`config.mk`:
```
export PLATFORM = sky130hd
export DESIGN_NAME = alu_issue_ctrl
export DESIGN_NICKNAME = d
export VERILOG_FILES = /design/src/rtl/alu_issue_ctrl.sv
export SDC_FILE = /design/constraint.sdc
export NUM_CORES = 2
export LEC_CHECK = 0
export CAP_MARGIN = 20
export CORE_MARGIN = 8
export CORE_UTILIZATION = 58
export CTS_BUF_LIST = sky130_fd_sc_hd__clkbuf_8 sky130_fd_sc_hd__clkbuf_16
export CTS_CLUSTER_SIZE = 40
export DETAILED_ROUTE_END_ITERATION = 8
export PLACE_DENSITY_LB_ADDON = 0.08
export SYNTH_ARGS = -nofsm -noshare
export SYNTH_HDL_FRONTEND = slang
export SYNTH_SLANG_ARGS = --single-unit
```
`constraint.sdc`:
```
create_clock -name clk -period 6.5 [get_ports clk]
set_input_delay 1.625 -clock clk [delete_from_list [all_inputs] [get_ports clk]]
set_output_delay 1.625 -clock clk [all_outputs]
set_load 0.01 [all_outputs]
```
`src/rtl/alu_issue_ctrl.sv`:
```
// alu_issue_ctrl: three-phase issue/execute/writeback sequencer that owns the register file feeding a combinational ALU.
// Revision 1.0
`default_nettype none

module alu_issue_ctrl #(
   parameter int DATA_W = 32,
   parameter int REG_AW = 4
) (
   input  logic              clk,
   input  logic              rst,
   input  logic              in_valid,
   output logic              in_ready,
   input  logic [1:0]        in_op,
   input  logic [REG_AW-1:0] in_rd,
   input  logic [REG_AW-1:0] in_rs1,
   input  logic [REG_AW-1:0] in_rs2,
   output logic [1:0]        alu_op,
   output logic [DATA_W-1:0] alu_a,
   output logic [DATA_W-1:0] alu_b,
   input  logic [DATA_W-1:0] alu_result,
   output logic              wb_valid,
   output logic [REG_AW-1:0] wb_rd,
   output logic [DATA_W-1:0] wb_data,
   output logic              busy,
   input  logic              dbg_we,
   input  logic [REG_AW-1:0] dbg_addr,
   input  logic [DATA_W-1:0] dbg_wdata,
   output logic [DATA_W-1:0] dbg_rdata
);

   localparam int NREG = 1 << REG_AW;

   localparam logic [1:0] S_IDLE = 2'd0;
   localparam logic [1:0] S_EXEC = 2'd1;
   localparam logic [1:0] S_WB   = 2'd2;

   logic [1:0]        state;
   logic [1:0]        op_q;
   logic [REG_AW-1:0] rd_q;
   logic [DATA_W-1:0] a_q;
   logic [DATA_W-1:0] b_q;
   logic [DATA_W-1:0] res_q;
   logic [DATA_W-1:0] rf [NREG];
   logic              accept;

   assign accept = in_valid && (state == S_IDLE);

   always_ff @(posedge clk) begin
      if (rst) begin
         state <= S_IDLE;
         op_q  <= '0;
         rd_q  <= '0;
         a_q   <= '0;
         b_q   <= '0;
         res_q <= '0;
         for (int i = 0; i < NREG; i++) begin
            rf[i] <= '0;
         end
      end else begin
         case (state)
            S_IDLE: begin
               if (accept) begin
                  op_q  <= in_op;
                  rd_q  <= in_rd;
                  // Nonblocking reads see pre-edge contents, so a same-edge debug write is invisible here.
                  a_q   <= rf[in_rs1];
                  b_q   <= rf[in_rs2];
                  state <= S_EXEC;
               end
            end
            S_EXEC: begin
               res_q <= alu_result;
               state <= S_WB;
            end
            S_WB: begin
               state <= S_IDLE;
            end
            default: begin
               state <= S_IDLE;
            end
         endcase

         if (dbg_we && (dbg_addr != '0)) begin
            rf[dbg_addr] <= dbg_wdata;
         end
         // Placed after the debug write so writeback wins on a same-register collision.
         if ((state == S_WB) && (rd_q != '0)) begin
            rf[rd_q] <= res_q;
         end
      end
   end

   assign in_ready  = (state == S_IDLE);
   assign busy      = (state != S_IDLE);
   assign alu_op    = (state == S_EXEC) ? op_q : 2'b00;
   assign alu_a     = (state == S_EXEC) ? a_q  : '0;
   assign alu_b     = (state == S_EXEC) ? b_q  : '0;
   assign wb_valid  = (state == S_WB);
   assign wb_rd     = (state == S_WB) ? rd_q  : '0;
   assign wb_data   = (state == S_WB) ? res_q : '0;
   assign dbg_rdata = (dbg_addr == '0) ? '0 : rf[dbg_addr];

endmodule

`default_nettype wire

```
After elaboration in Yosys (flattened, before gate mapping)
Memory sizes are Yosys's and may differ from the RTL's. A register that Yosys moved wholly into a read port is not among the register bits.
Index checks and enable logic that the tools add are counted.
{ "classes": {"addsub": 0, "n_div": 0, "muxes": 22, "magnitude_cmp": 0, "reduce_logical": 11, "mul": 0, "shift": 0, "eq_ne": 3, "bitwise_logic": 0} }
{ "op_table": {"columns": ["op", "count"], "rows": [
  ["two-way mux 32 bit", 6],
  ["OR reduction 32 bit", 2],
  ["two-way mux 4 bit", 3],
  ["two-way mux 1 bit", 10],
  ["nonzero test 4 bit", 2],
  ["logical NOT 4 bit", 1],
  ["two-way mux 2 bit", 2],
  ["one-hot mux 2 bit (2 select lines)", 1],
  ["logical AND 1 bit", 3],
  ["== test 2 x 1 -> 1 bit, second input constant", 1],
  ["== test 2 bit, second input constant", 1],
  ["logical NOT 2 bit", 1],
  ["inequality test 2 x 1 -> 1 bit, second input constant", 1],
  ["AND reduction 2 bit", 1],
  ["nonzero test 2 bit", 1]
]} }
{ "word_totals": {"register_bits": 40, "latch_bits": 0, "mem_bits_ro": 0, "memories": 1, "output_inout_bits": 137, "in_bits": 86, "ramBits": 512} }
{ "memory_table": {"columns": ["name", "depth", "width", "rd", "rd_clocked_by_memory_dff", "write_ports", "line_no", "rtl"], "rows": [
  ["rf", 16, 32, 3, 2, 16, "43", "logic [DATA_W-1:0] rf [NREG];"]
]} }

Longest topological paths before layout
{ "logic_depth": {"word_depth": 7, "mapped_depth": 8} }

Least setup slack after synthesis
No wires, ideal clock.
{ "synth_timing": {"kind": "input to output", "start": "input port dbg_addr[0]", "end": "output port dbg_rdata[10]", "t_arrival_ns": 3.328, "stages": 4, "slack_ns": 1.547, "required_time_ns": 4.875, "cell_sequence": "buf_2 clkbuf_1 mux4_2 mux4_2"} }
{ "synth_via": {"elab_chain_cells": 2, "elab_cells_between_ends": 3, "cone_classes": "mux (1); reduce/logical (1); memory (1)"} }
{ "synth_lines": {"columns": ["element", "line_no", "rtl"], "rows": [
  ["from (decl)", "26", "input logic [REG_AW-1:0] dbg_addr,"],
  ["memory (16 x 32 bit) or logical NOT 4 bit (tied branches)", null, null],
  ["two-way mux 32 bit (*)", "101", "assign dbg_rdata = (dbg_addr == '0) ? '0 : rf[dbg_addr];"],
  ["to (decl)", "28", "output logic [DATA_W-1:0] dbg_rdata"]
]} }
Every way passes the cells marked *; elsewhere a longest branch is shown, timed or not.

Final worst setup path
{ "layout_timing": {"start": "input port dbg_addr[1]", "end": "output port dbg_rdata[12]"} }
Same word-level chain as after synthesis.

==> results.ini <==
[status]
status = finished clean

[global_routing]
grt_max_degree = 69
antenna_found_initial = 5
grt_pass1_vias = 27000
grtUsageTotal = 0.366
grt_overflow = 0
grt_first_pass_wirelength_mm = 189

[sta]
fmax_mhz = 169
min_period_over_period = 0.911
totalNegativeSetupSlack_ns = 0
timing.final.max_slew_violations = 0
layout_min_cycle_time_ns = 5.92
rsz0062_at_grt = no
worstMarginPinSlew_ns = 1.20
hold-worst-slack_ns = 0.480
setup_viol = 0
relSlewSlack = 0.199
hold_viol_final = 0
fin_skew_ns = 0.0250

[cells_and_area]
final_cell_area_um2 = 41800
nets = 2614
fill_cells = 4364
multiInputGateArea_um2 = 17900
area_growth_pct = 14.6
regArea_um2 = 17500
finalNonFillerCells = 3430
drive_gt1_frac = 0.289

[logic_synthesis]
synth_edf_count = 512
synth_area_per_cell_um2 = 14.8
synthDistinctLibCells = 33
synthCells = 2462
synth_area_um2 = 36500
yosysSeqAreaShare = 0.479
yosys.area_share.simple = 0.0494
synth_area_leader_cell = edfxtp_1
synth_top_family_by_area = multiplexers
synth-seq-cells = 616
async_flop_share = 0
synth_top_cell_area_share = 0.422
synth.area.top_cells = edfxtp_1 (42%), mux4_2 (24%), a22o_1 (12%), dfxtp_1 (5.7%), mux2_2 (3.0%)
yosys_warnings = 0
synth_compound_area_frac = 0.145
synthTopCellsByCount = a22o_1 (512), edfxtp_1 (512), mux4_2 (384)
ys.flop_type = edfxtp_1
synth_fa_ha_area_frac = 0
synth_xor_area_frac = 0
synthMuxAreaShare = 0.285

[critical_path]
arrival_ns = 4.30
r2r_end = rf[3][22]
r2r-start = rd_q[0]
worst-r2r-setup-slack_ns = 2.86
cp-start-kind = primary input
reg2reg_depth = 5
criticalPathCategory = in -> out
cp.required_ns = 4.88
crit_fanout = 44
end_kind = output pin

[clock_network]
clock_latency_ns = 0.62
clk_path_buf_depth = 3
cts_buffers = 69
hold_buffers = 0
htreeDepth = 3
cts.sinks = 616
cts_tree = yes
clk_pin_slew_worst_paths_ns = 0.06
cts-root-buf = clkbuf_16
cts_resized = 0
cts_setup_buffers = 0

[detailed_routing]
final_antenna_net_count = 0
drc_errors = 0
avgViaCountPerCell = 7.87
drt_iter0_markers = 4010
dr.pass1.iters = 6
wire_per_inst_um = 38.4
drt-total-wl_mm = 132
vias = 27000

[placement]
placedInstanceArea_um2 = 39500
gp_congestion = 0.917
io_buffers = 222
dpl.cell_count = 3302
hpwl_mm = 78.2

[worst_hold_path]
hp-class = reg -> reg
hold_path_end = a_q[11]
worstHoldStart = a_q[11]
hold_path_depth = 1

[floorplan]
fp.dieW_um = 267
initial_core_util = 0.582
dieArea_um2 = 71200
coreArea_um2 = 62600
row_count = 92
die_h_um = 267
io_pins = 223

[power]
power.density_nw_per_um2 = 236
peakVddDrop_uv = 184
finalPower_mw = 9.85
p_leak_nw = 14.7

[job]
maxCapViolCount = 0

==> state kept, by name, indices dropped and copies added (netlist names) <==
register / count
state: 2
rf: 512
res_q: 32
b_q: 32
op_q: 2
a_q: 32
rd_q: 4
==> where the power goes <==
group	switching (mW)	internal, mW
clock	1.63	2.25
sequential	0.201	4.46
combinational	0.672	0.630
total	2.50	7.35
==> kinds of logic after synthesis <==
kind of cell / after synthesis
flops: 616
compound gates: 610
mux: 548
buf+inv: 361
simple gates: 326
other cells: 1
==> worst max path at each step <==
stage,from,end,slack [ns],cells after the start
floorplan,dbg_addr[0],dbg_rdata[10],1.55,4
global placement,dbg_addr[1],dbg_rdata[12],0.73,6
detailed placement,dbg_addr[1],dbg_rdata[12],0.69,6
CTS,dbg_addr[1],dbg_rdata[1],0.67,6
global route,dbg_addr[1],dbg_rdata[12],0.59,6
finish,dbg_addr[1],dbg_rdata[12],0.58,6
==> layout make-up <==
| type | instances | area share |
|---|---|---|
| multi-input cells | 1516 | 0.427 |
| flip-flops and latches | 616 | 0.418 |
| repair buffers | 321 | 0.0760 |
| clock buffers | 79 | 0.0457 |
| well taps | 846 | 0.0253 |
| clock inverters | 44 | 0.00719 |
| inverters | 4 | 0.000359 |
| diodes | 4 | 0.000240 |
==> layer usage <==
layer	up-vias	wire, um	global-route usage
met1	13500	44200	0.471
met2	2572	60400	0.556
met5	-	0	0
met4	0	7480	0.201
met3	505	19800	0.109
li1	10400	-	-
==> per-stage QoR <==
stage	util	setup slack [ns]
detailed placement	0.631	0.685
CTS	0.667	0.666
finish	0.667	0.578
global route	0.667	0.589
global placement	0.631	0.732
floorplan	-	1.55
==> cells in the final DEF, fill, tap and decap left out, drive strengths merged, types with 5 or more instances in the layout <==
cell type	n
a21oi	34
a221o	64
a22o	512
and2	102
buf	110
clkbuf	79
clkdlybuf4s50	211
clkinv	24
conb	32
dfxtp	104
edfxtp	512
inv	19
mux2	96
mux2i	68
mux4	384
nand2	69
nand2b	8
nor2	88
nor2b	5
nor3	22
nor4	7
or3	15
==> worst max-delay path: stages <==
cell	delay, ns
buf_6	0.38
buf_4	0.56
mux2_2	0.40
a22o_1	0.17
mux4_2	0.54
clkdlybuf4s50_1	0.52
(Power assumes the default switching activity.)
